[config.mk]
export PLATFORM = sky130hd
export DESIGN_NAME = booth_mult_control_flat
export DESIGN_NICKNAME = d
export VERILOG_FILES = /design/src/rtl/booth_mult_control_pkg.sv /design/src/rtl/booth_mult_control_if.sv /design/src/rtl/booth_window_decode.sv /design/src/rtl/booth_mult_control.sv /design/src/flat_wrapper.sv
export SDC_FILE = /design/constraint.sdc
export NUM_CORES = 1
export LEC_CHECK = 0
export BUFFER_PORTS_ARGS = -buffer_cell sky130_fd_sc_hd__buf_2
export CAP_MARGIN = 5
export CELL_PAD_IN_SITES_DETAIL_PLACEMENT = 1
export CELL_PAD_IN_SITES_GLOBAL_PLACEMENT = 1
export CORE_MARGIN = 5
export CORE_UTILIZATION = 33
export CTS_CLUSTER_DIAMETER = 40
export CTS_CLUSTER_SIZE = 40
export DETAILED_ROUTE_END_ITERATION = 10
export PLACE_DENSITY = 0.82
export SLEW_MARGIN = 20
export SYNTH_ARGS = -nofsm -noshare
export SYNTH_HDL_FRONTEND = slang
export SYNTH_SLANG_ARGS = --single-unit
[constraint.sdc]
create_clock -name clock -period 1.7 [get_ports clock]
set_clock_uncertainty 0.15 [all_clocks]
set_input_delay 0.255 -clock clock [delete_from_list [all_inputs] [get_ports clock]]
set_output_delay 0.255 -clock clock [all_outputs]
set_load 0.05 [all_outputs]
[src/rtl/booth_mult_control_pkg.sv]
// Shared constants for the radix-4 Booth multiplier sequencer: FSM encodings,
// Booth window codes, the decoded control struct and the iteration-count helper.
package booth_mult_pkg;

    localparam logic [2:0] ST_IDLE  = 3'd0;
    localparam logic [2:0] ST_LOAD  = 3'd1;
    localparam logic [2:0] ST_EVAL  = 3'd2;
    localparam logic [2:0] ST_SHIFT = 3'd3;
    localparam logic [2:0] ST_DONE  = 3'd4;

    // Booth windows {m[i+1], m[i], m[i-1]}
    localparam logic [2:0] BW_ZERO_P = 3'b000;
    localparam logic [2:0] BW_P1_A   = 3'b001;
    localparam logic [2:0] BW_P1_B   = 3'b010;
    localparam logic [2:0] BW_P2     = 3'b011;
    localparam logic [2:0] BW_M2     = 3'b100;
    localparam logic [2:0] BW_M1_A   = 3'b101;
    localparam logic [2:0] BW_M1_B   = 3'b110;
    localparam logic [2:0] BW_ZERO_N = 3'b111;

    typedef struct packed {
        logic add;
        logic sub;
        logic x2;
    } booth_ctrl_t;

    // Unsigned operands need one extra zero-extended window.
    function automatic int iters(input int width, input logic is_signed);
        return is_signed ? (width / 2) : (width / 2 + 1);
    endfunction

endpackage

[src/rtl/booth_mult_control_if.sv]
// Handshake and datapath-control bundle between the Booth sequencer (master)
// and the shift-add datapath / requester (slave).
interface booth_mult_control_if #(
    parameter int CNT_W = 5
);
    logic             start;
    logic             is_signed;
    logic [2:0]       booth_bits;
    logic             load;
    logic             add;
    logic             sub;
    logic             shift_multiplicand;
    logic             shift_product;
    logic             ready;
    logic             done;
    logic [CNT_W-1:0] iter;

    modport master (
        input  start, is_signed, booth_bits,
        output load, add, sub, shift_multiplicand, shift_product, ready, done, iter
    );

    modport slave (
        output start, is_signed, booth_bits,
        input  load, add, sub, shift_multiplicand, shift_product, ready, done, iter
    );
endinterface

[src/rtl/booth_window_decode.sv]
// Combinational radix-4 Booth recoding of one 3-bit multiplier window into
// add / sub / select-2M controls.
module booth_window_decode
    import booth_mult_pkg::*;
(
    input  logic [2:0]  window,
    output booth_ctrl_t ctrl
);

    always_comb begin
        ctrl = '0;
        case (window)
            BW_ZERO_P, BW_ZERO_N: ctrl = '0;
            BW_P1_A, BW_P1_B: ctrl.add = 1'b1;
            BW_P2: begin
                ctrl.add = 1'b1;
                ctrl.x2  = 1'b1;
            end
            BW_M2: begin
                ctrl.sub = 1'b1;
                ctrl.x2  = 1'b1;
            end
            BW_M1_A, BW_M1_B: ctrl.sub = 1'b1;
            default: ctrl = '0;
        endcase
    end

endmodule

[src/rtl/booth_mult_control.sv]
// Radix-4 Booth multiplier sequencer driving an external shift-add datapath.
// Optional SKIP_ZERO_EN: trivial windows shift in EVAL and bypass SHIFT.
module booth_mult_control
    import booth_mult_pkg::*;
#(
    parameter int WIDTH = 32,
    parameter int CNT_W = $clog2(WIDTH / 2 + 2)
) (
    input logic                  clock,
    input logic                  reset_n,
    booth_mult_control_if.master bus
);

    logic [2:0]       state_q, state_d;
    logic [CNT_W-1:0] iter_q, iter_d;
    logic [CNT_W-1:0] iters_target;
    logic             mode_signed_q;
    logic             last_iter;
    logic             in_eval;
    booth_ctrl_t      win_ctrl;

    booth_window_decode u_decode (
        .window (bus.booth_bits),
        .ctrl   (win_ctrl)
    );

    assign iters_target = CNT_W'(iters(WIDTH, mode_signed_q));
    assign last_iter    = (iter_q + CNT_W'(1)) == iters_target;
    assign in_eval      = (state_q == ST_EVAL);

`ifdef SKIP_ZERO_EN
    logic trivial;
    assign trivial = ~(win_ctrl.add | win_ctrl.sub);
`endif

    always_comb begin
        state_d = state_q;
        iter_d  = iter_q;
        case (state_q)
            ST_IDLE:  if (bus.start) state_d = ST_LOAD;
            ST_LOAD: begin
                iter_d  = '0;
                state_d = ST_EVAL;
            end
            ST_EVAL: begin
`ifdef SKIP_ZERO_EN
                if (trivial) begin
                    iter_d  = iter_q + CNT_W'(1);
                    state_d = last_iter ? ST_DONE : ST_EVAL;
                end else begin
                    state_d = ST_SHIFT;
                end
`else
                state_d = ST_SHIFT;
`endif
            end
            ST_SHIFT: begin
                iter_d  = iter_q + CNT_W'(1);
                state_d = last_iter ? ST_DONE : ST_EVAL;
            end
            ST_DONE:  state_d = ST_IDLE;
            default:  state_d = ST_IDLE;
        endcase
    end

    always_ff @(posedge clock or negedge reset_n) begin
        if (!reset_n) begin
            state_q       <= ST_IDLE;
            iter_q        <= '0;
            mode_signed_q <= 1'b0;
        end else begin
            state_q <= state_d;
            iter_q  <= iter_d;
            if (state_q == ST_IDLE && bus.start) mode_signed_q <= bus.is_signed;
        end
    end

    // Controls are state decodes; only EVAL looks at the live window.
    assign bus.ready              = (state_q == ST_IDLE);
    assign bus.load               = (state_q == ST_LOAD);
    assign bus.done               = (state_q == ST_DONE);
    assign bus.add                = in_eval & win_ctrl.add;
    assign bus.sub                = in_eval & win_ctrl.sub;
    assign bus.shift_multiplicand = in_eval & win_ctrl.x2;
    assign bus.iter               = iter_q;
`ifdef SKIP_ZERO_EN
    assign bus.shift_product = (state_q == ST_SHIFT) | (in_eval & trivial);
`else
    assign bus.shift_product = (state_q == ST_SHIFT);
`endif

endmodule

[src/flat_wrapper.sv]
// flat-port wrapper written by rule: the top's interface ports become plain ports
module booth_mult_control_flat import booth_mult_pkg::*;
#(
    parameter int WIDTH = 32,
    parameter int CNT_W = $clog2(WIDTH / 2 + 2)
)
  (clock, reset_n, bus_start, bus_is_signed, bus_booth_bits, bus_load, bus_add, bus_sub, bus_shift_multiplicand, bus_shift_product, bus_ready, bus_done, bus_iter);
  booth_mult_control_if #(.CNT_W(CNT_W)) bus_i ();
  input logic clock;
  input logic reset_n;
  input wire logic [$bits(bus_i.start)-1:0] bus_start;
  input wire logic [$bits(bus_i.is_signed)-1:0] bus_is_signed;
  input wire logic [$bits(bus_i.booth_bits)-1:0] bus_booth_bits;
  output wire logic [$bits(bus_i.load)-1:0] bus_load;
  output wire logic [$bits(bus_i.add)-1:0] bus_add;
  output wire logic [$bits(bus_i.sub)-1:0] bus_sub;
  output wire logic [$bits(bus_i.shift_multiplicand)-1:0] bus_shift_multiplicand;
  output wire logic [$bits(bus_i.shift_product)-1:0] bus_shift_product;
  output wire logic [$bits(bus_i.ready)-1:0] bus_ready;
  output wire logic [$bits(bus_i.done)-1:0] bus_done;
  output wire logic [$bits(bus_i.iter)-1:0] bus_iter;
  assign bus_i.start = bus_start;
  assign bus_i.is_signed = bus_is_signed;
  assign bus_i.booth_bits = bus_booth_bits;
  assign bus_load = bus_i.load;
  assign bus_add = bus_i.add;
  assign bus_sub = bus_i.sub;
  assign bus_shift_multiplicand = bus_i.shift_multiplicand;
  assign bus_shift_product = bus_i.shift_product;
  assign bus_ready = bus_i.ready;
  assign bus_done = bus_i.done;
  assign bus_iter = bus_i.iter;
  booth_mult_control #(.WIDTH(WIDTH), .CNT_W(CNT_W)) u_core (.clock(clock), .reset_n(reset_n), .bus(bus_i));
endmodule
==> key figures, run 1 <==
Die
  • Num ports: 19
  • Initial Utilization: a little over a third
  • Core area: 1510 um^2
  • FP Rows: 14
  • Chip width: about 50 um
  • Die H: 49.8 um
  • Die area: 2480 um^2

CTS
  • TritonCTS buffer count: 3
  • H-tree level count: 1
  • Clock root buffer: clkbuf_4
  • CTS tree: done
  • Clock tree buffer depth: 2
  • Clock transition at the registers of the reported paths: 0.07 ns
  • CTS Sinks: 9
  • Later-pin clock latency in the skew report: 0.26 ns

Cells and area
  • Final #Nets: 90
  • Most frequent cells in the layout: buf_2, nand2_1, buf_6
  • Area growth syn-to-layout: 46.4%
  • Commonest non-fill, non-tap cell in the layout: buf_2
  • Final Util: 50.8%
  • # diodes: 0
  • Layout cells sized above 1: between 50% and 60%

Power
  • Sequential power share: 25.2%
  • Sw frac: 54.0%
  • Switching power: 945 uW
  • Internal power: 804 uW
  • Clock network fraction of total power: 9.5%
  • Combinational cell fraction of total power: 65.3%
  • Worst VDD drop: 1030 uV
  • Pwr dens: 2280 nW/um^2
  • LEAKAGE: 0.358 nW

Global route
  • Grt met1 use: 13.3%
  • Pin count of the biggest net entering global routing: 10
  • Vias in the first global route: 520
  • Grt met2 use: 18.9%
  • Initial antenna violation count: 0
  • Met3 Use GR: 5.12%
  • Gr busiest metal: met2
  • First-pass GRT wire length: 2.22 mm
  • Gr usage total: 11.4%
  • Remaining global-route overflow: 0

Worst setup path
  • Worst Path Arrival: approximately 1.3 ns
  • Critical-path top delay cell: dfrtp_2
  • Crit Path Category: reg -> out
  • CP Cell Sequence: nor2_4, nand2_2, nor3_2, buf_6
  • Crit path max fanout: 6
  • CP Capture Type: output pin
  • Critical path launch point type: flip-flop
  • Slowest stage delay, CP: 0.48 ns
  • WP data required: 1.29 ns

Synth
  • Mapped cell area: 523 um^2
  • Adder-Cell Fraction of Synth Area: 2.39%
  • Simple-gate share of the synthesized area: 29.4%
  • XOR/XNOR Fraction of Synth Area: approximately 5%
  • Syn Inst Count: 56
  • Post-synthesis mux area share: 6.22%
  • Yosys warnings: 0
  • Largest family of logic cells by synthesized area: simple AND/OR/NAND/NOR gates
  • Mean post-synth cell area: 9.34 um^2
  • Post-synthesis register bit count: 9
  • Synth cell types: 25
  • Post-synthesis net count: 64
  • Compound-gate portion of the synthesized area: 8.85%
  • Post-synthesis sequential area ratio: 43.1%

Placement
  • Global placement routability congestion: 0.732
  • PortBufs: 18
  • Detailed placement HPWL: 1.07 mm
  • Post-Place Setup Slack: 0.0748 ns

Timing
  • Slew headroom: between 70 and 80%
  • Final Critical Period: between 1.5 and 2 ns
  • Pins over their slew limit: 0
  • Slew @ Worst Pin: 0.310 ns
  • Tcrit/Tclk final: 103%
  • Worst setup margin: -0.0486 ns
  • Unrepaired setup endpoints after global routing: yes
  • Fmax: 572 MHz
  • Fin. Hold Viols: 0
  • Fin Setup TNS: -0.0634 ns
  • Final setup violating endpoints: 3

Drt
  • Total number of vias: 503
  • Drt via density: 5.19
  • Initial drt markers: 1
  • Post-route DRC violation count: 0
  • Detailed Routing Iterations Pass 1: 2
  • Drt wl/cell: around 15 um
  • Final WL: 1.47 mm
  • Post-route ant nets: 0

Status
  • Status: finished with violations
  • Violated checks: setup timing

Worst hold path
  • Class of the worst hold path: in -> reg

Job
  • Max-cap viol count: 0
[cell type report]
type | instances | area [um^2]
Fill cell | 177 | 741
Multi-Input combinational cell | 44 | 315
Sequential cell | 9 | 230
Timing Repair Buffer | 23 | 170
Clock buffer | 4 | 26.3
Tap cell | 16 | 20.0
Inverter | 1 | 3.75
[power by group through the flow]
stage | Sequential (mW) | Clock [mW] | Combinational [mW]
2_1_floorplan | 0.594 | 0 | 0.600
3_3_place_gp | 0.418 | 0 | 0.972
3_5_place_dp | 0.429 | 0 | 0.995
4_1_cts | 0.430 | 0.173 | 1.04
5_1_grt | 0.456 | 0.189 | 1.23
6_report | 0.440 | 0.166 | 1.14
[repair_timing]
item,4_1_cts,5_1_grt
buffers inserted,0,1
pin swaps,0,1
hold endpoints to repair,9,0
hold buffers,1,0
endpoints found under the setup margin,6,8
gates resized for setup,11,11
[per-layer routing]
layer | up-vias | wire length (um)
met2 | 11 | 763
met1 | 251 | 617
li1 | 239 | -
met3 | 2 | 68
met5 | - | 0
met4 | 0 | 15
[worst paths after layout]
check	from	end	slack, ns	depth (start not counted)
hold / removal	bus_is_signed	u_core.mode_signed_q$_DFFE_PN0P_	0.06	2
min in group asynchronous	reset_n	u_core.bus.iter[2]$_DFFE_PN0P_	0.22	2
setup reg to reg	u_core.bus.iter[0]$_DFFE_PN0P_	u_core.state_q[1]$_DFFE_PN0P_	0.05	4
hold reg to reg	u_core.mode_signed_q$_DFFE_PN0P_	u_core.mode_signed_q$_DFFE_PN0P_	0.38	1
setup / recovery	u_core.state_q[2]$_DFFE_PN0P_	bus_add	-0.05	4
max in group asynchronous	reset_n	u_core.bus.iter[1]$_DFFE_PN0P_	0.97	2
[flip-flops by register name, indices dropped and copies added, names as in the netlist]
register	cells
u_core.bus.iter	5
u_core.mode_signed_q	1
u_core.state_q	3
[critical path: cells and delay by family (launching register included)]
| kind | cells | cell delay, ns |
|---|---|---|
| buffers and inverters | 1 | 0.18 |
| flip-flops | 1 | 0.48 |
| AND/OR/NAND/NOR | 3 | 0.42 |
[logic make-up after synthesis]
kind of cell               Yosys count
DFF                                  9
muxes                                3
and+or+nand+nor                     29
xor gates and xnor gates             3
AOI/OAI and AO/OA                    8
adders and majority gates            1
buffers and inverters                3
[per-stage QoR]
| step | instance area (um^2) | std cells | total power [mW] | hold WS [ns] |
|---|---|---|---|---|
| 2_1_floorplan | 543 | 56 | 1.19 | -0.191 |
| 3_3_place_gp | 653 | 91 | 1.39 | -0.0323 |
| 3_5_place_dp | 653 | 91 | 1.42 | -0.0269 |
| 4_1_cts | 717 | 96 | 1.65 | 0.0535 |
| 5_1_grt | 766 | 97 | 1.88 | 0.0674 |
| 6_report | 766 | 97 | 1.75 | 0.0587 |
[cell usage after synthesis (all sizes together)]
| library cell | count | share of area (%) |
|---|---|---|
| a21oi | 1 | 0.96 |
| nand2b | 3 | 3.6 |
| mux2i | 1 | 1.9 |
| xor2 | 3 | 5.0 |
| or2 | 1 | 1.2 |
| nand3b | 1 | 1.4 |
| nor4b | 1 | 1.7 |
| nor2b | 1 | 1.2 |
| nor3 | 2 | 2.9 |
| o21ai | 5 | 4.8 |
| nand2 | 10 | 7.2 |
| nand3 | 2 | 1.9 |
| buf | 2 | 4.3 |
| o21a | 1 | 1.4 |
| mux2 | 2 | 4.3 |
| nor2 | 5 | 3.6 |
| dfrtp | 9 | 43 |
| a311oi | 1 | 1.7 |
| and3 | 1 | 1.2 |
| inv | 1 | 0.72 |
| ha | 1 | 2.4 |
| and2 | 1 | 1.2 |
| nor4 | 1 | 2.4 |
No activity file was read; power rests on OpenSTA's default activity.
==> run 2, diff against run 1 <==
Settings changed: ABC_AREA set to 1, CORE_UTILIZATION 33 to 31, PLACE_DENSITY 0.82 to 0.83.
==> run 2 against run 1 <==
Net effect:
- hold slack gained 0.028 ns
- synthesized area shrank 3.3%
- the flow now finishes without violations
- global-route usage grew 1.3 points
- synthesized cell count grew 25%
- worst setup slack gained 0.065 ns
- utilization shrank 0.99 points
- first-iteration DRC count grew to 9.0 times the previous value
- maximum frequency grew 3.9%
- clock-buffer cell count is the same
- die area grew 2.3%
- critical path depth is the same
- critical endpoint is now bus_shift_multiplicand
- wire length grew 4.2%
- highest routed layer unchanged
==> key figures, run 2 <==
Worst setup path
  • Crit Reg-Reg Endpoint: u_core.state_q[1]$_DFFE_PN0P_
  • WP data required: 1.29 ns (about the same)
  • Worst r2r src: u_core.bus.iter[1]$_DFFE_PN0P_
  • CP Cell Sequence: nor2_2, nand2_2, a211oi_2, buf_6
  • CP Capture Type: output pin
  • Worst Path Arrival: 1.28 ns (-0.06 ns)
  • Crit path max fanout: 4 (-2)
  • Critical path launch point type: flip-flop
  • CP delay by family, top: flip-flops
  • Slowest stage delay, CP: 0.41 ns (-0.07 ns)
  • Worst r2r path cells: 7 (+3)
  • Crit Path Category: reg -> out
  • Critical-path top delay cell: dfrtp_1
  • R2R setup slack: 0.25 ns (+0.20 ns)
  • Number of cells on the critical path: 4 (unchanged)
  • Bufs and invs on worst path: 1 (unchanged)

Synth
  • Mapped cell area: 505 um^2 (-3.3%)
  • Async set-reset flop share out of synthesis: 100% (unchanged)
  • Synth top area share: 44.6% (+1.5 points)
  • Most common cell in the netlist: nand2_1
  • Yosys warnings: 0 (unchanged)
  • Most frequent cells after synthesis: nand2_1, dfrtp_1, inv_1, nor2_1
  • Syn Inst Count: 70 (+25%)
  • Main synth FF type: dfrtp_1
  • Mean post-synth cell area: 7.22 um^2 (-23%)
  • Synth area leaders: dfrtp_1, nand2_1, inv_1, nor2_1, nand3_1
  • Post-synthesis register bit count: 9 (unchanged)
  • Synth cell types: 17 (-32%)
  • EDFF count, synth: 0 (unchanged)
  • Post-synthesis net count: 78 (+22%)
  • Post-synthesis sequential area ratio: 44.6% (+1.5 points)
  • Synth area leader: dfrtp_1

Timing
  • Slew headroom: 80.7% (+1.4 points)
  • Fmax: 594 MHz (+3.9%)
  • Unrepaired setup endpoints after global routing: yes
  • Slew @ Worst Pin: 0.290 ns (-0.0205 ns)
  • Final setup violating endpoints: 0 (-3)
  • Final Critical Period: 1.68 ns (-0.0653 ns)
  • Tcrit/Tclk final: 99.0% (-3.8 points)
  • Fin. Hold Viols: 0 (unchanged)
  • Pins over their slew limit: 0 (unchanged)

Drt
  • Drt wl/cell: 13.3 um (-12%)
  • Post-route ant nets: 0 (unchanged)
  • Total number of vias: 566 (+13%)
  • Detailed Routing Iterations Pass 1: 4 (+2)
  • Initial drt markers: 9 (+8)
  • Post-route DRC violation count: 0 (unchanged)
  • Drt via density: 4.92 (-5.1%)
  • Final WL: 1.53 mm (+4.2%)

Placement
  • Global placement routability congestion: 0.699 (-4.5%)
  • Placed standard-cell area: 646 um^2 (-1.1%)
  • Detailed placement HPWL: 1.09 mm (+2.4%)
  • PortBufs: 18 (unchanged)

Global route
  • Remaining global-route overflow: 0 (unchanged)
  • Vias in the first global route: 571 (+9.8%)
  • Gr usage total: 12.7% (+1.3 points)
  • Initial antenna violation count: 0 (unchanged)
  • First-pass GRT wire length: 2.49 mm (+12%)
  • Pin count of the biggest net entering global routing: 10 (unchanged)

Cells and area
  • Area growth syn-to-layout: 50.2%
  • Commonest non-fill, non-tap cell in the layout: nand2_1
  • Layout cells sized above 1: 41.4% (-9.2 points)
  • Max reg flops: 5 (unchanged)
  • # diodes: 0 (unchanged)
  • Final #Nets: 108 (+20%)
  • Most frequent cells in the layout: nand2_1, buf_2, dfrtp_1
  • Post-route cell area: 759 um^2 (-0.82%)
  • Final Util: 49.8% (-0.99 points)

Power
  • Total power: 1.57 mW (-10%)
  • Pwr dens: 2060 nW/um^2 (-9.7%)
  • LEAKAGE: 0.404 nW (+13%)
  • Worst VDD drop: 1040 uV (+0.70%)

CTS
  • Clock transition at the registers of the reported paths: 0.06 ns (about the same)
  • TritonCTS buffer count: 3 (unchanged)
  • Clock tree buffer depth: 2 (unchanged)
  • CTS tree: done
  • Later-pin clock latency in the skew report: 0.26 ns (about the same)
  • H-tree level count: 1 (unchanged)
  • Clock root buffer: clkbuf_4
  • CTS Sinks: 9 (unchanged)

Die
  • Num ports: 19 (unchanged)
  • Die area: 2540 um^2 (+2.3%)
  • Chip width: 50.4 um (+1.1%)
  • FP Rows: 14 (unchanged)
  • Initial Utilization: 33.2% (-1.5 points)
  • Die H: 50.4 um (+1.1%)
  • Core area: 1520 um^2 (+1.2%)

Job
  • Max-cap viol count: 0 (unchanged)

Worst hold path
  • Hold path startpoint: bus_start
  • Class of the worst hold path: in -> reg
  • Hold Path Sink: u_core.state_q[0]$_DFFE_PN0P_
  • Hold Path Depth: 3 (+1)

Status
  • Status: completed
## run 2: cell types whose count changed after synthesis, moves of 2 or more
cell | previous run | this run
nand2_1 | 10 | 19
inv_1 | 1 | 9
inv_2 | 0 | 4
nand2b_1 | 3 | 0
nor2_1 | 5 | 8
xor2_1 | 3 | 0
buf_6 | 2 | 0
nand2_2 | 0 | 2
nand3_1 | 2 | 4
nand4_1 | 0 | 2
o21ai_0 | 5 | 3
o21ai_1 | 0 | 2
## run 2: final cells by class
class                           instances  area (um^2)
Fill cell                             206          764
Multi-Input combinational cell         48          251
Sequential cell                         9          225
Timing Repair Buffer                   25          185
Inverter                               13         51.3
Clock buffer                            4         26.3
Tap cell                               16         20.0
## run 2: timing repair
item                                    CTS  global route
resized for setup                        11             7
pin swaps                                 1             1
endpoints found under the setup margin    5             7
endpoints found under the hold margin     9             0
buffers inserted                          2             2
hold buffers                              1             0
## run 2: tightest hold or removal path: stages
cell and delay (ns):
buf_2 0.08, o21ai_0 0.07, inv_1 0.05
## run 2: cell families (layout without fill, tap and decap cells)
logic type,count (synthesis),after routing,synth area share (%)
and+or+nand+nor,38,38,32.9
DFF,9,9,44.6
adders and majority gates,1,1,2.47
AOI/OAI and AO/OA,9,9,10.4
buffers and inverters,13,42,9.65
## run 2: metal layers
layer / track usage (%) / up-vias / routed length, um
li1: - / 282 / -
met1: 14.4 / 267 / 632
met3: 2.96 / 2 / 76
met2: 23.2 / 15 / 808
met5: 0 / - / 0
met4: 3.83 / 0 / 8
## run 2: worst max path at each step
stage	end	startpoint
5_1_grt	bus_shift_multiplicand	u_core.state_q[2]$_DFFE_PN0P_
6_report	bus_shift_multiplicand	u_core.state_q[2]$_DFFE_PN0P_
3_5_place_dp	bus_shift_multiplicand	u_core.state_q[0]$_DFFE_PN0P_
3_3_place_gp	bus_shift_multiplicand	u_core.state_q[0]$_DFFE_PN0P_
2_1_floorplan	bus_shift_multiplicand	u_core.state_q[0]$_DFFE_PN0P_
4_1_cts	bus_shift_multiplicand	u_core.state_q[0]$_DFFE_PN0P_
## run 2: per-stage QoR
stage	cells	setup TNS, ns	hold WS (ns)	worst slack, ns
global placement	106	0	-0.0287	0.144
CTS	113	0	0.0860	0.00528
floorplan	70	-0.106	-0.191	-0.0870
global route	115	-0.182	0.0832	-0.0807
detailed placement	106	0	-0.0271	0.0827
finish	115	0	0.0869	0.0166
## run 2: power breakdown
part / internal (mW) / switching, mW
Sequential: 0.290 / 0.0980
Clock: 0.0905 / 0.0783
Combinational: 0.338 / 0.671
Total: 0.719 / 0.847
